**config.mk**
```make
export PLATFORM = sky130hd
export DESIGN_NAME = openofdm_rx_reg_bank
export DESIGN_NICKNAME = d
export VERILOG_FILES = /design/src/rtl/openofdm_rx_reg_bank.sv
export SDC_FILE = /design/constraint.sdc
export NUM_CORES = 1
export LEC_CHECK = 0
export BUFFER_PORTS_ARGS = -buffer_cell sky130_fd_sc_hd__buf_2
export CORE_AREA = 4 4 451 453
export DETAILED_ROUTE_END_ITERATION = 10
export DIE_AREA = 0 0 455 457
export HOLD_SLACK_MARGIN = 0.05
export PLACE_DENSITY_LB_ADDON = 0.1
export SETUP_SLACK_MARGIN = 0.15
export SYNTH_ARGS = -nofsm -noshare
export SYNTH_HDL_FRONTEND = slang
export SYNTH_SLANG_ARGS = --single-unit
```
**constraint.sdc**
```tcl
create_clock -name clock -period 5.1 [get_ports clock]
set_input_delay 1.53 -clock clock [delete_from_list [all_inputs] [get_ports clock]]
set_output_delay 1.53 -clock clock [all_outputs]
set_load 0.02 [all_outputs]
```
**src/rtl/openofdm_rx_reg_bank.sv**
```systemverilog
// AXI4-Lite register bank for the OpenOFDM receiver: byte-strobed R/W config registers,
// self-clearing pulse bits in config reg 0, read-only status registers and per-register strobes.
//
// state  | meaning
// W_IDLE | waiting for AW and W together
// W_ACK  | awready/wready high, write committed at the closing edge
// W_RESP | bvalid high with stable bresp until bready
// R_IDLE | waiting for arvalid
// R_ACK  | arready high, rdata/rresp captured at the closing edge
// R_DATA | rvalid high with stable rdata/rresp until rready
module openofdm_rx_reg_bank #(
    parameter int                    DATA_WIDTH = 32,
    parameter int                    ADDR_WIDTH = 7,
    parameter int                    N_CFG      = 20,
    parameter int                    N_STAT     = 12,
    parameter logic [DATA_WIDTH-1:0] PULSE_MASK = 'h1,
    parameter int                    PULSE_LEN  = 4
) (
    input  logic                         clock,
    input  logic                         reset,
    input  logic [ADDR_WIDTH-1:0]        s_axi_awaddr,
    input  logic [2:0]                   s_axi_awprot,
    input  logic                         s_axi_awvalid,
    output logic                         s_axi_awready,
    input  logic [DATA_WIDTH-1:0]        s_axi_wdata,
    input  logic [DATA_WIDTH/8-1:0]      s_axi_wstrb,
    input  logic                         s_axi_wvalid,
    output logic                         s_axi_wready,
    output logic [1:0]                   s_axi_bresp,
    output logic                         s_axi_bvalid,
    input  logic                         s_axi_bready,
    input  logic [ADDR_WIDTH-1:0]        s_axi_araddr,
    input  logic [2:0]                   s_axi_arprot,
    input  logic                         s_axi_arvalid,
    output logic                         s_axi_arready,
    output logic [DATA_WIDTH-1:0]        s_axi_rdata,
    output logic [1:0]                   s_axi_rresp,
    output logic                         s_axi_rvalid,
    input  logic                         s_axi_rready,
    output logic [N_CFG*DATA_WIDTH-1:0]  cfg_flat,
    output logic [N_CFG-1:0]             cfg_wr_stb,
    input  logic [N_STAT*DATA_WIDTH-1:0] stat_flat,
    output logic [N_STAT-1:0]            stat_rd_stb
);

    localparam int             NB          = DATA_WIDTH / 8;
    localparam int             CW          = $clog2(PULSE_LEN + 1);
    localparam logic [CW-1:0]  L_PLEN      = CW'(PULSE_LEN);
    localparam logic [31:0]    L_NCFG      = 32'(N_CFG);
    localparam logic [1:0]     RESP_OKAY   = 2'b00;
    localparam logic [1:0]     RESP_SLVERR = 2'b10;

    typedef enum logic [1:0] {W_IDLE = 2'd0, W_ACK = 2'd1, W_RESP = 2'd2} w_state_t;
    typedef enum logic [1:0] {R_IDLE = 2'd0, R_ACK = 2'd1, R_DATA = 2'd2} r_state_t;

    w_state_t              r_wstate, w_wstate_nxt;
    r_state_t              r_rstate, w_rstate_nxt;
    logic [DATA_WIDTH-1:0] r_cfg [N_CFG];
    logic [CW-1:0]         r_pulse_cnt;
    logic [N_CFG-1:0]      r_cfg_wr_stb;
    logic [1:0]            r_bresp;
    logic [DATA_WIDTH-1:0] r_rdata;
    logic [1:0]            r_rresp;
    logic [N_STAT-1:0]     r_stat_rd_stb;

    logic [31:0]           w_aw_idx;
    logic [31:0]           w_ar_idx;
    logic [DATA_WIDTH-1:0] w_wmask;
    logic                  w_commit;
    logic                  w_wr_cfg;
    logic                  w_pulse_set;
    logic                  w_pulse_expire;
    logic [DATA_WIDTH-1:0] w_cfg0_base;
    logic [DATA_WIDTH-1:0] w_rd_data;
    logic [1:0]            w_rd_resp;
    logic [N_STAT-1:0]     w_rd_stat;
    logic                  w_unused;

    assign w_unused = ^{s_axi_awprot, s_axi_arprot, s_axi_awaddr[1:0], s_axi_araddr[1:0]};

    assign w_aw_idx = 32'(s_axi_awaddr[ADDR_WIDTH-1:2]);
    assign w_ar_idx = 32'(s_axi_araddr[ADDR_WIDTH-1:2]);

    always_comb begin
        w_wmask = '0;
        for (int k = 0; k < NB; k++) w_wmask[k*8 +: 8] = {8{s_axi_wstrb[k]}};
    end

    assign w_commit       = (r_wstate == W_ACK);
    assign w_wr_cfg       = (w_aw_idx < L_NCFG);
    assign w_pulse_set    = w_commit && (w_aw_idx == 32'd0) && (|(s_axi_wdata & w_wmask & PULSE_MASK));
    assign w_pulse_expire = (r_pulse_cnt == CW'(1));
    // An expiring pulse and a same-edge write to reg 0 merge: the write wins on the lanes it enables.
    assign w_cfg0_base    = w_pulse_expire ? (r_cfg[0] & ~PULSE_MASK) : r_cfg[0];

    always_comb begin
        w_wstate_nxt  = r_wstate;
        s_axi_awready = 1'b0;
        s_axi_wready  = 1'b0;
        s_axi_bvalid  = 1'b0;
        case (r_wstate)
            W_IDLE: if (s_axi_awvalid && s_axi_wvalid) w_wstate_nxt = W_ACK;
            W_ACK: begin
                s_axi_awready = 1'b1;
                s_axi_wready  = 1'b1;
                w_wstate_nxt  = W_RESP;
            end
            W_RESP: begin
                s_axi_bvalid = 1'b1;
                if (s_axi_bready) w_wstate_nxt = W_IDLE;
            end
            default: w_wstate_nxt = W_IDLE;
        endcase
    end

    always_comb begin
        w_rstate_nxt  = r_rstate;
        s_axi_arready = 1'b0;
        s_axi_rvalid  = 1'b0;
        case (r_rstate)
            R_IDLE: if (s_axi_arvalid) w_rstate_nxt = R_ACK;
            R_ACK: begin
                s_axi_arready = 1'b1;
                w_rstate_nxt  = R_DATA;
            end
            R_DATA: begin
                s_axi_rvalid = 1'b1;
                if (s_axi_rready) w_rstate_nxt = R_IDLE;
            end
            default: w_rstate_nxt = R_IDLE;
        endcase
    end

    always_comb begin
        w_rd_data = '0;
        w_rd_resp = RESP_SLVERR;
        w_rd_stat = '0;
        for (int i = 0; i < N_CFG; i++) begin
            if (w_ar_idx == 32'(i)) begin
                w_rd_data = r_cfg[i];
                w_rd_resp = RESP_OKAY;
            end
        end
        for (int j = 0; j < N_STAT; j++) begin
            if (w_ar_idx == 32'(N_CFG + j)) begin
                w_rd_data    = stat_flat[j*DATA_WIDTH +: DATA_WIDTH];
                w_rd_resp    = RESP_OKAY;
                w_rd_stat[j] = 1'b1;
            end
        end
    end

    always_ff @(posedge clock) begin
        if (reset) begin
            r_wstate <= W_IDLE;
            r_rstate <= R_IDLE;
        end else begin
            r_wstate <= w_wstate_nxt;
            r_rstate <= w_rstate_nxt;
        end
    end

    always_ff @(posedge clock) begin
        if (reset) begin
            for (int i = 0; i < N_CFG; i++) r_cfg[i] <= '0;
            r_pulse_cnt  <= '0;
            r_cfg_wr_stb <= '0;
            r_bresp      <= RESP_OKAY;
        end else begin
            r_cfg_wr_stb <= '0;
            if (r_pulse_cnt != '0) r_pulse_cnt <= r_pulse_cnt - CW'(1);
            if (w_pulse_expire) r_cfg[0] <= w_cfg0_base;
            if (w_commit) begin
                r_bresp <= w_wr_cfg ? RESP_OKAY : RESP_SLVERR;
                for (int i = 0; i < N_CFG; i++) begin
                    if (w_aw_idx == 32'(i)) begin
                        r_cfg[i]        <= (((i == 0) ? w_cfg0_base : r_cfg[i]) & ~w_wmask)
                                           | (s_axi_wdata & w_wmask);
                        r_cfg_wr_stb[i] <= 1'b1;
                    end
                end
            end
            if (w_pulse_set) r_pulse_cnt <= L_PLEN;
        end
    end

    always_ff @(posedge clock) begin
        if (reset) begin
            r_rdata       <= '0;
            r_rresp       <= RESP_OKAY;
            r_stat_rd_stb <= '0;
        end else begin
            r_stat_rd_stb <= '0;
            if (r_rstate == R_ACK) begin
                r_rdata       <= w_rd_data;
                r_rresp       <= w_rd_resp;
                r_stat_rd_stb <= w_rd_stat;
            end
        end
    end

    for (genvar i = 0; i < N_CFG; i++) begin : g_cfg_flat
        assign cfg_flat[i*DATA_WIDTH +: DATA_WIDTH] = r_cfg[i];
    end

    assign cfg_wr_stb  = r_cfg_wr_stb;
    assign s_axi_bresp = r_bresp;
    assign s_axi_rdata = r_rdata;
    assign s_axi_rresp = r_rresp;
    assign stat_rd_stb = r_stat_rd_stb;

endmodule

```
* After elaboration in Yosys (flattened, before gate mapping)
Memory sizes are Yosys's and may differ from the RTL's.
Index checks and enable logic that the tools add are counted.
** Word-level totals
- Flip-flop bits (word level) :: 75
- Memory bits (writable) :: 640
- Bits of input ports :: 447
- Output and inout bits :: 713
- Word-level logic and storage cells :: 346
- Memories kept :: 1
** Operators by class
- Add/sub/neg operators :: 1
- Order comparisons :: 1
- Equal/unequal tests :: 59
- Multiplexer cells :: 196
- Bitwise gates (word level) :: 65
- Reduce and logical (&&, ||, !) cells :: 14
** Memories
- r_cfg :: words 20, width 32, read ports 20, clocked after memory_dff 0, write ports 20, RTL line 58 : logic [DATA_WIDTH-1:0] r_cfg [N_CFG];
** Operator list (number)
- $mux W32 :: 53
- $and A32 B32 Y32 :: 21
- $or A32 B32 Y32 :: 20
- $mux W1 :: 102
- $eq A5 B5 Y1 const B :: 20
- $eq A5 B4 Y1 const B :: 16
- $mux W2 :: 37
- $logic_not A32 Y1 :: 2
- $eq A5 B3 Y1 const B :: 8
- $not A32 Y32 :: 1
- $or A1 B1 Y1 :: 21
- $eq A5 B2 Y1 const B :: 4
- $pmux W2 S3 :: 2
- $eq A5 B1 Y1 const B :: 2
- $ne A2 B2 Y1 const B :: 4
- $mux W3 :: 2
- $reduce_or A2 Y1 :: 3
- $lt A5 B5 Y1 const B :: 1
- $eq A2 B1 Y1 const B :: 2
- $eq A2 B2 Y1 const B :: 2
- $logic_not A2 Y1 :: 2
- $reduce_and A2 Y1 :: 2
- $eq A3 B1 Y1 const B :: 1
- $logic_and A1 B1 Y1 :: 3
- other kinds (4) :: 5

* Logic depth before layout (Yosys ltp)
- Depth after elaboration :: 33
- Gate-level depth with buffers :: 12
- Mapped depth without buffers :: 8

* Least setup slack after synthesis
OpenSTA, ideal clock, no wires.
- Kind :: input to register
- From :: input port s_axi_awaddr[3]
- To :: memory r_cfg[19][4] (netlist: r_cfg[4][100]), enable pin
- Setup time :: 0.428 ns
- Data arrival time :: 3.550 ns
- Required time :: 4.672 ns
- Path slack :: 1.122 ns
- Stages :: 3
- Path buffers :: 1
- Cells stage by stage :: clkbuf_1 -> nand4_1 -> o21bai_1
** RTL lines
- from (decl) :: RTL line 21 : input logic [ADDR_WIDTH-1:0] s_axi_awaddr,
- to (decl) :: RTL line 58

* Final worst setup path
- From :: input port s_axi_araddr[5]
- To :: register r_rdata[24] (netlist: s_axi_rdata[24])
** Between the ends
- Cells in the longest elaborated chain, start to end :: 33
- Elaborated cells between the ends (all ways) :: 64
- Those cells by class :: eq/ne (31); mux (32); reduce/logical (1)
** Ends and longest elaborated chain
- from (decl) :: RTL line 32 : input logic [ADDR_WIDTH-1:0] s_axi_araddr,
- $logic_not A32 Y1 :: RTL line 139 : if (w_ar_idx == 32'(i)) begin
- $mux W32 (20 in series) :: RTL line 139
- $mux W32 (11 in series) :: RTL line 145 : if (w_ar_idx == 32'(N_CFG + j)) begin
- $mux W32 * :: RTL line 145
- to (signal assigned) :: RTL line 195 : r_rdata <= w_rd_data;
- to (decl) :: RTL line 62 : logic [DATA_WIDTH-1:0] r_rdata;
Mark *: on every way between the ends. The rest lies on a longest branch, timed or not.
A chain may end at the register's enable or synchronous reset.

==> results.json <==
{
  "outcome": "complete, but fails checks",
  "violations": "capacitance limit, slew limit",
  "max-cap-violations": 1,
  "die_w_um": 455,
  "setup_violations": 0,
  "worstSetupEndpoint": "s_axi_rdata[24]",
  "dpl.cell_count": 7957,
  "fin_crit_sh_pct": 95.1,
  "hold_class": "flop to flop",
  "firstDrtPassIters": 8,
  "cts_setup_buffers": 0,
  "clk_latency_ns": 0.76,
  "area_growth_pct": 32.9,
  "fin_cells": 8191,
  "dieArea_mm2": 0.208,
  "grt_overflow": 0,
  "slew_headroom_pct": -11.2,
  "whs_path_depth": 1,
  "syn_avg_cell_area_um2": 9.72,
  "yosysSeqAreaShare_pct": 50.0,
  "ant_nets": 0,
  "cts_tree": "yes",
  "gp_congestion": 0.947,
  "final_layout_size_suffix_gt1_share_pct": 32.0,
  "cts_root_buf": "clkbuf_16",
  "fin_worst_skew_ns": 0.0431,
  "vias": 42613,
  "p_leak_nw": 21.3,
  "io_pins": 1160,
  "critPathMaxFanout": 23,
  "tightestPinTransition_ns": 1.65,
  "die_y_um": 457,
  "arrival_ns": 5.45,
  "clkTransAtPathRegs_ns": 0.06,
  "hold_viol_final": 0,
  "crit_path_end_kind": "flop",
  "fmax_ghz": 0.206,
  "netlist_instances": 4254,
  "place_area_mm2": 0.0516,
  "first_iter_violations": 4640,
  "htree_levels": 3,
  "fin_area_mm2": 0.0550,
  "synthFlopType": "edfxtp_1",
  "numPortBuffers": 1147,
  "grt_max_degree": 112,
  "rr_worst_depth": 9,
  "r2r-start": "r_rstate[1]",
  "synth_area_mm2": 0.0414,
  "wl_per_cell_um": 40.7,
  "grt_use_total_pct": 30.6,
  "ys_warn_count": 0,
  "initial_core_util_pct": 20.8,
  "grt_pass1_wl_mm": 425,
  "ctsResizeCount": 0,
  "critPathRequiredTime_ns": 5.70,
  "cp-startpoint": "s_axi_araddr[5]",
  "critPathLaunchType": "primary input",
  "drc": 0,
  "ff2ff_setup_slack_ns": 1.67,
  "synthDistinctLibCells": 96,
  "cts.sinks": 713,
  "nNetsFinal": 5855,
  "slew_viol_final": 2,
  "synth_edf_count": 640,
  "core_area_mm2": 0.199,
  "fin_crit_ns": 4.85,
  "grt_pass1_vias": 41355,
  "routed_wl_mm": 333,
  "r2r_end": "s_axi_rdata[24]",
  "dp_hpwl_mm": 260,
  "synth.ff_latch_count": 713,
  "async_reset_ff_share_pct": 0,
  "rsz0062_at_grt": "false",
  "rows": 164,
  "crit_type": "primary input to flop",
  "cts_made_buffers": 100,
  "power_density_mw_per_mm2": 315,
  "postCtsHoldBufs": 0,
  "peakVddDrop_v": 0.000267,
  "clk_path_buf_depth": 3,
  "viasPerCell": 5.20,
  "antenna_found_initial": 65
}
==> Yosys cell counts, types with 46 or more instances <==
library cell / count / area [um^2]
clkbuf_1: 261 / 980
nor3_1: 57 / 285
nand2_1: 218 / 818
dfxtp_1: 73 / 1460
edfxtp_1: 640 / 19200
nand2b_1: 672 / 4200
nor2_1: 165 / 619
o21ai_0: 246 / 1230
mux2i_1: 58 / 581
buf_2: 105 / 526
a21oi_1: 917 / 4590
a21o_1: 46 / 345
==> per-layer routing <==
layer | vias up | share of wire (%) | wire length (um) | GRT usage (%)
li1 | 18184 | - | - | -
met1 | 21673 | 37 | 122000 | 34.0
met2 | 2189 | 48 | 159000 | 51.5
met3 | 557 | 8.2 | 27300 | 8.47
met4 | 10 | 7.5 | 25000 | 19.4
met5 | - | 0.017 | 56 | 0
==> through the flow <==
stage | hold WS [ns] | worst slack (ns) | TNS (ns) | utilization (%) | power (mW)
6_report | 0.433 | 0.248 | 0 | 27.6 | 17.3
5_1_grt | 0.460 | 0.227 | 0 | 27.6 | 17.8
4_1_cts | 0.436 | 0.501 | 0 | 27.5 | 17.5
3_5_place_dp | 0.421 | -0.296 | -0.688 | 25.9 | 10.0
3_3_place_gp | 0.419 | -0.311 | -0.727 | 25.9 | 10.0
2_1_floorplan | 0.402 | 1.12 | 0 | - | 8.22
==> worst max-delay path, cell delays in order <==
cell and delay, ns:
buf_2 0.54, buf_4 0.48, and3b_1 0.27, nand2_1 0.22, buf_4 0.22, a21o_1 0.15, nand2_1 0.06, o21ai_0 0.57
buf_4 0.37, a21oi_1 0.86, nor4_1 0.12
==> registers in the layout, indices dropped and copies added (netlist names) <==
| register | count |
|---|---|
| stat_rd_stb | 12 |
| s_axi_bresp | 1 |
| s_axi_rresp | 1 |
| s_axi_rdata | 32 |
| r_cfg | 640 |
| r_wstate | 2 |
| r_rstate | 2 |
| cfg_wr_stb | 20 |
| r_pulse_cnt | 3 |
==> worst min-delay path by stage <==
stage	start	endpoint	slack [ns]
after floorplan	r_wstate[1]	r_wstate[0]	0.40
after global placement	r_wstate[1]	r_wstate[0]	0.42
after detailed placement	r_wstate[1]	r_wstate[0]	0.42
after CTS	r_wstate[1]	r_wstate[0]	0.44
after global routing	r_wstate[1]	r_wstate[0]	0.46
final	r_wstate[1]	r_wstate[0]	0.43
==> cell usage in the layout, fill, tap and decap left out, drive strengths merged, types with 16 or more instances in the layout <==
| cell type | netlist | layout |
|---|---|---|
| nor2b | 43 | 43 |
| nand2 | 221 | 221 |
| buf | 175 | 1484 |
| a221oi | 27 | 27 |
| a221o | 28 | 28 |
| diode | 0 | 47 |
| o21ai | 262 | 262 |
| a22o | 36 | 36 |
| edfxtp | 640 | 640 |
| a32oi | 16 | 16 |
| dfxtp | 73 | 73 |
| o211ai | 26 | 26 |
| a222oi | 17 | 17 |
| nand3 | 19 | 19 |
| nor3 | 59 | 59 |
| clkbuf | 261 | 135 |
| o22ai | 32 | 32 |
| a21o | 46 | 46 |
| a22oi | 41 | 41 |
| o221ai | 23 | 23 |
| mux2i | 58 | 58 |
| nand2b | 673 | 673 |
| o31ai | 30 | 30 |
| a31oi | 40 | 40 |
| mux4 | 18 | 18 |
| inv | 29 | 31 |
| nor4 | 19 | 19 |
| nor2 | 177 | 177 |
| a21oi | 919 | 919 |
| a211oi | 29 | 29 |
| clkinv | 1 | 36 |
==> cell families (layout without fill, tap and decap cells) <==
family | Yosys count | count (layout) | share of synthesized area [%]
buffers and inverters | 466 | 1699 | 5.24
and+or+nand+nor | 1284 | 1284 | 17.4
AOI/OAI and AO/OA | 1695 | 1695 | 24.5
muxes | 91 | 91 | 2.79
DFF | 713 | 713 | 50.0
other | 1 | 49 | 0.00907
adders and majority gates | 3 | 3 | 0.0908
xor gates and xnor gates | 1 | 1 | 0.0212
==> cell type report <==
type	instances	area, um^2
diodes	47	118
clock buffers	135	2790
clock inverters	50	489
fillers	21658	144000
inverters	30	120
multi-input cells	3076	18800
flip-flops and latches	713	20700
well taps	2656	3320
repair buffers	1484	8700
==> report_power, final <==
| group | internal (mW) | leakage (nW) | total, mW | switching, mW |
|---|---|---|---|---|
| clock network | 4.26 | 1.59 | 7.38 | 3.12 |
| logic | 0.894 | 12.6 | 3.11 | 2.22 |
| registers | 6.60 | 7.19 | 6.83 | 0.235 |
Note: power is estimated with default switching activity, not from simulation.
